## src/rtl/addr_gen_strided.sv

```systemverilog
// Strided burst address generator: emits count addresses base, base+stride, ...
// under a valid/ready handshake, in one-shot or circular mode.
module addr_gen_strided #(
  parameter int unsigned ADDR_WIDTH = 10,
  parameter int unsigned LEN_WIDTH  = 10
) (
  input  logic                  clk,
  input  logic                  rst,
  input  logic                  start,
  input  logic                  abort,
  input  logic                  mode,
  input  logic [ADDR_WIDTH-1:0] base,
  input  logic [ADDR_WIDTH-1:0] stride,
  input  logic [LEN_WIDTH-1:0]  count,
  input  logic                  ready,
  output logic [ADDR_WIDTH-1:0] addr,
  output logic                  valid,
  output logic                  last,
  output logic                  busy,
  output logic                  done
);

  typedef enum logic {IDLE, RUN} state_t;

  state_t                state_q, state_d;
  logic [ADDR_WIDTH-1:0] addr_q, addr_d;
  logic [ADDR_WIDTH-1:0] base_q, base_d;
  logic [ADDR_WIDTH-1:0] stride_q, stride_d;
  logic [LEN_WIDTH-1:0]  count_q, count_d;
  logic [LEN_WIDTH-1:0]  remaining_q, remaining_d;
  logic                  mode_q, mode_d;
  logic                  valid_q, valid_d;
  logic                  last_q, last_d;
  logic                  done_q, done_d;

  always_comb begin
    state_d     = state_q;
    addr_d      = addr_q;
    base_d      = base_q;
    stride_d    = stride_q;
    count_d     = count_q;
    remaining_d = remaining_q;
    mode_d      = mode_q;
    valid_d     = valid_q;
    last_d      = last_q;
    done_d      = 1'b0;
    case (state_q)
      IDLE: begin
        if (start && !abort) begin
          if (count != '0) begin
            base_d      = base;
            stride_d    = stride;
            count_d     = count;
            mode_d      = mode;
            remaining_d = count;
            addr_d      = base;
            state_d     = RUN;
            valid_d     = 1'b1;
            last_d      = (count == LEN_WIDTH'(1));
          end else begin
            done_d = 1'b1;
          end
        end
      end
      RUN: begin
        // A beat handshaken together with abort is consumed, but done stays low.
        if (abort) begin
          state_d = IDLE;
          valid_d = 1'b0;
          last_d  = 1'b0;
          if (valid_q && ready && !last_q) begin
            addr_d      = addr_q + stride_q;
            remaining_d = remaining_q - LEN_WIDTH'(1);
          end
        end else if (valid_q && ready) begin
          if (!last_q) begin
            addr_d      = addr_q + stride_q;
            remaining_d = remaining_q - LEN_WIDTH'(1);
            last_d      = (remaining_q == LEN_WIDTH'(2));
          end else if (!mode_q) begin
            state_d     = IDLE;
            valid_d     = 1'b0;
            last_d      = 1'b0;
            remaining_d = '0;
            done_d      = 1'b1;
          end else begin
            addr_d      = base_q;
            remaining_d = count_q;
            last_d      = (count_q == LEN_WIDTH'(1));
            done_d      = 1'b1;
          end
        end
      end
      default: state_d = IDLE;
    endcase
  end

  always_ff @(posedge clk) begin
    if (rst) begin
      state_q     <= IDLE;
      addr_q      <= '0;
      base_q      <= '0;
      stride_q    <= '0;
      count_q     <= '0;
      remaining_q <= '0;
      mode_q      <= 1'b0;
      valid_q     <= 1'b0;
      last_q      <= 1'b0;
      done_q      <= 1'b0;
    end else begin
      state_q     <= state_d;
      addr_q      <= addr_d;
      base_q      <= base_d;
      stride_q    <= stride_d;
      count_q     <= count_d;
      remaining_q <= remaining_d;
      mode_q      <= mode_d;
      valid_q     <= valid_d;
      last_q      <= last_d;
      done_q      <= done_d;
    end
  end

  assign addr  = addr_q;
  assign valid = valid_q;
  assign last  = last_q;
  assign busy  = (state_q == RUN);
  assign done  = done_q;

endmodule

```

## config.mk

```make
export PLATFORM = sky130hd
export DESIGN_NAME = addr_gen_strided
export DESIGN_NICKNAME = d
export VERILOG_FILES = /design/src/rtl/addr_gen_strided.sv
export SDC_FILE = /design/constraint.sdc
export NUM_CORES = 1
export LEC_CHECK = 0
export ABC_AREA = 0
export ABC_CLOCK_PERIOD_IN_PS = 2500
export CAP_MARGIN = 20
export CORE_MARGIN = 2
export CORE_UTILIZATION = 40
export CTS_CLUSTER_DIAMETER = 120
export DETAILED_ROUTE_END_ITERATION = 6
export SLEW_MARGIN = 20
export SYNTH_ARGS = -nofsm -noshare
export SYNTH_HDL_FRONTEND = slang
export SYNTH_SLANG_ARGS = --single-unit
```

## constraint.sdc

```tcl
create_clock -name clk -period 2.5 [get_ports clk]
set_input_delay 0.75 -clock clk [delete_from_list [all_inputs] [get_ports clk]]
set_output_delay 0.75 -clock clk [all_outputs]
set_load 0.02 [all_outputs]
```

### Word-level counts from Yosys, hierarchy flattened

Index checks and enable logic that the tools add are counted.
Widths: inputs -> output; s select.

* add/sub/neg operators: 2
* eq/ne operators: 10
* multiplexer cells: 43
* bitwise operators: 1
* reductions and logical operators: 11

Operator list (count)
* $mux 10: 14
* $pmux 10 s2: 2
* $mux 1: 23
* $eq 10x1->1 const B: 2
* $add 10x10->10: 1
* $eq 10x2->1 const B: 1
* $reduce_and 5->1: 2
* $reduce_bool 10->1: 1
* $sub 10x1->10 const B: 1
* $ne 3x2->1 const B: 3
* $pmux 1 s2: 4
* $reduce_and 3->1: 2
* $ne 2x2->1 const B: 2
* $ne 4x4->1 const B: 1
* $reduce_and 4->1: 1
* $logic_and 1x1->1: 3
* $ne 3x3->1 const B: 1
* $logic_not 1->1: 2
* $not 1->1: 1

* register bits: 55
* bits of input ports: 36
* output and inout port bits: 14
* logic and storage cells: 77

### Depth between registers and ports, before layout

Gate-level depths: netlist (run 1).

* word-level depth: 6
* gate-level depth with buffers: 7
* gate-level depth less buffers: 7

### Least setup slack after synthesis (run 1)

No wires, ideal clock.

* path kind: input port to flip-flop
* start: in count[3]
* end: reg base_q[0]
* library setup time: 132 ps
* arrival time: 2276 ps
* required time: 2368 ps
* setup slack: 92 ps
* stages: 7
* buffers on the path: 2
* cell sequence: or4_4 or3_1 o21a_1 buf_2 buf_2 nand2_1 a21oi_1

* word-level cells in the longest chain between the ends: 2

Ends and longest elaborated chain
* start: declaration: line 14 `input logic [LEN_WIDTH-1:0] count,`
* $reduce_bool 10->1: line 50 `if (count != '0) begin`
* $reduce_and 3->1 (no line)
* end signal: assignment: line 113 `base_q <= base_d;`
* end: declaration: line 27 `logic [ADDR_WIDTH-1:0] base_q, base_d;`

No other way between the ends.
A chain may end at the register's enable or synchronous reset.

### Worst setup path in the final report (run 1)

* start: in count[6]
* end: reg base_q[3]

Same word-level chain as after synthesis.

==> results of run 1 <==
[registers in the layout, indices dropped and copies added (netlist names)]
| name | count |
|---|---|
| last | 1 |
| valid | 1 |
| done | 1 |
| busy | 1 |
| remaining_q | 10 |
| base_q | 10 |
| addr | 10 |
| count_q | 10 |
| mode_q | 1 |
| stride_q | 10 |
[per-stage QoR]
| stage | total power [W] | std cells | setup WS (ns) | setup TNS, ns |
|---|---|---|---|---|
| 2_1_floorplan | 0.00125 | 406 | 0.0917 | 0 |
| 3_3_place_gp | 0.00146 | 567 | -0.351 | -15.03 |
| 3_5_place_dp | 0.00146 | 567 | -0.413 | -17.23 |
| 4_1_cts | 0.00206 | 574 | -0.00613 | -0.00613 |
| 5_1_grt | 0.00214 | 574 | 0.0128 | 0 |
| 6_report | 0.00204 | 574 | 0.0456 | 0 |
[synthesized netlist by cell type (3+ instances only)]
cell type,n,area (sq um)
a311oi_1,3,26.3
o21a_1,3,22.5
nand3_1,10,50.1
xor2_1,3,26.3
xnor2_1,4,35.0
a311o_1,5,50.1
nand3b_1,4,30.0
or3_1,6,37.5
a211o_1,3,26.3
a21oi_1,61,305
a21o_1,3,22.5
a31oi_1,3,18.8
clkbuf_1,19,71.3
nor2_1,28,105
nor4_1,3,18.8
a211oi_1,8,60.1
ha_1,11,138
dfxtp_1,55,1100
o21ai_0,9,45.0
o41ai_1,4,35.0
and2_1,3,18.8
buf_2,9,45.0
o211ai_1,3,22.5
nor3_1,7,35.0
inv_1,6,22.5
nand2_1,88,330
mux2i_1,3,30.0
[repair_timing]
action / CTS / global route
gates cloned: 0 / 0
setup endpoints to repair: 21 / 48
endpoints found under the hold margin: 0 / 0
pin swaps: 2 / 6
gates resized for setup: 7 / 7
[worst register-to-register path: stages, from the launching register on]
cell	delay, ns
dfxtp_1	0.34
ha_1	0.26
fa_1	0.42
a211oi_1	0.31
o21bai_1	0.19
o22ai_2	0.18
mux2_2	0.36
a32o_1	0.21
[power breakdown]
part | total (W) | internal, W | switching [W] | leakage (nW)
combinational | 0.000487 | 0.000233 | 0.000255 | 1.08
sequential | 0.000972 | 0.000924 | 0.0000480 | 0.450
clock | 0.000585 | 0.000294 | 0.000291 | 0.0513
[area by class of cell]
type	instances	area, sq um
sequential	55	1100
multi-input combinational	314	1910
timing repair buffer	89	817
clock buffer	6	72.6
fill	737	3560
clock inverter	1	30.0
inverter	7	26.3
tap	102	128
[logic make-up after synthesis]
family	after synthesis	synth area share
AO/OA/AOI/OAI	124	0.266
XOR/XNOR	7	0.0197
adder cells (fa/ha/maj)	12	0.0507
buffers and inverters	37	0.0495
flip-flops	55	0.354
multiplexers	4	0.0133
AND/OR/NAND/NOR	167	0.247
[per-layer routing]
layer	track usage	wire, microns	vias to the layer above
li1	-	-	1593
met1	0.336	4830	1539
met2	0.326	3980	80
met3	0.0345	377	7
met4	0.0585	96	0
met5	0	0	-
[final timing paths]
| kind | end | slack [ns] | depth (start not counted) | start |
|---|---|---|---|---|
| max reg2reg | addr[8] | 0.11 | 7 | addr[0] |
| min | base_q[0] | 0.46 | 2 | base_q[0] |
| min reg2reg | base_q[0] | 0.46 | 2 | base_q[0] |
| max | base_q[3] | 0.05 | 7 | count[6] |
==> summary.md, run 1 <==
| Metric | Value |
|---|---|
| CP top delay family | `simple AND/OR/NAND/NOR gates` |
| Deepest level of the CTS H-tree | `2` |
| Drt via density | `5.61` |
| Cell area after placement | `around 4000 sq um` |
| Utilization after layout | `0.534` |
| Worst-case clock skew | `around 0.0097 ns` |
| Slowest-stage cell, CP | `or4_4` |
| Final Max Tran Viols | `0` |
| Most frequent cells in the layout | `nand2_1 (88), a21oi_1 (61), dfxtp_1 (55)` |
| Cell-by-cell listing of the critical path | `clkdlybuf4s50_1, or4_4, or3_4, o21a_4, buf_6, nand2_1, a21oi_1` |
| Sinks on the clock net | `55` |
| Latest clock arrival within the worst-skew pair | `about 0.32 ns` |
| HPWL after detailed placement | `between 6000 and 7000 microns` |
| Largest net degree at the start of global routing | `24` |
| Setup repair after global routing missed its margin | `false` |
| TritonCTS buffer count | `5` |
| Initial core utilization | `0.407` |
| Vias | `between 3,000 and 4,000` |
| Mapped cell area | `3110 sq um` |
| Path category of the worst min-delay check | `flop to flop` |
| Final #Nets | `520` |
| Routability congestion estimate | `slightly above 0.9` |
| Share of flip-flops with an asynchronous set or reset | `0` |
| Distinct cell type count of the synthesized netlist | `between 60 and 70` |
| Number of buffers inserted to repair setup after CTS | `0` |
| Number of enable flip-flop cells after synthesis | `0` |
| Worst endpoint data arrival time | `between 2 and 3 ns` |
| Clock tree from TritonCTS | `done` |
| First-pass GRT wire length | `~15,000 microns` |
| Max rail drop VDD | `0.230 mV` |
| Critical path buffers and inverters | `2` |
| Clock transition at the registers of the reported paths | `approximately 0.090 ns` |
| Syn_nets | `around 450` |
| Leakage | `approximately 1.6 nW` |
| Max cap viols | `0` |
| Residual DRC | `0` |
| Remaining global-route overflow | `0` |
| Max Fclk | `407 MHz` |
| Outcome | `finished, final reports clean` |
| Sequential element share of the synthesized area | `0.354` |
| Count of state elements after synthesis | `55` |
| Antenna violations before repair | `0` |
| Number of buffers added to fix hold violations after cts | `0` |
| Transition time at the pin with the least slew margin | `0.448 ns` |
| Leading register cell type out of synthesis | `dfxtp_1` |
| Worst setup EP type | `flop` |
| Number of instances in the synthesized netlist | `just over 400` |
| Post-layout instance area | `approximately 4100 sq um` |
| Area growth, synth to finish | `31.3%` |
| Worst hold slack | `0.461 ns` |
| Placement row count | `32` |
| Die Height | `92.2 microns` |
| Number of routed nets with antenna violations | `0` |
| Final setup violation count | `0` |
| Detailed Routing Iterations Pass 1 | `5` |
| Startpoint kind of the worst setup timing path | `input port` |
| IO Count | `50` |
| Max-Slew Margin vs Limit | `0.693` |
| Number of port buffers | `slightly below 50` |
| Worst-case clock buffer depth | `2` |
| Detailed Route WL | `9280 microns` |
| Post-synthesis average cell area | `between 7 and 8 sq um` |
| Number of warnings reported in the yosys synthesis log | `0` |
| Layout cell share with drive strength beyond 1 | `0.136` |
| Post-route minimum period | `around 2.5 ns` |
| CP max stage delay | `between 0.4 and 0.5 ns` |
| Worst endpoint required time | `between 2 and 3 ns` |
| CP Max Fanout | `9` |
| Power density over the cells | `between 500 and 600 nW/um^2` |
| DIE AREA | `between 8000 and 9000 sq um` |
| Final critical-path share of the clock period | `0.982` |
| Floorplan Core Area | `7650 sq um` |
| Commonest non-fill, non-tap cell in the layout | `nand2_1` |
| Global-route usage over all layers | `0.222` |
| Final Hold Vio Count | `0` |
| Library cell used as clock root buffer | `clkbuf_8` |
| Average wire length per cell after detail routing | `between 15 and 20 microns` |
| Die Width | `roughly 90 microns` |
| Vias in the first global route | `2,924` |
| DR iter-0 viols | `around 170` |
| Ant diodes | `0` |
| Classification of the worst setup path | `input port to flop` |
(Power assumes the default switching activity.)
==> run 2, diff against run 1 <==
--- a/config.mk
+++ b/config.mk
@@ -6,7 +6,6 @@
 export NUM_CORES = 1
 export LEC_CHECK = 0
 export ABC_AREA = 0
-export ABC_CLOCK_PERIOD_IN_PS = 2500
 export CAP_MARGIN = 20
 export CORE_MARGIN = 2
 export CORE_UTILIZATION = 40
==> results of run 2 <==
The final DEF is identical to that of run 1; final timing and power are the same.
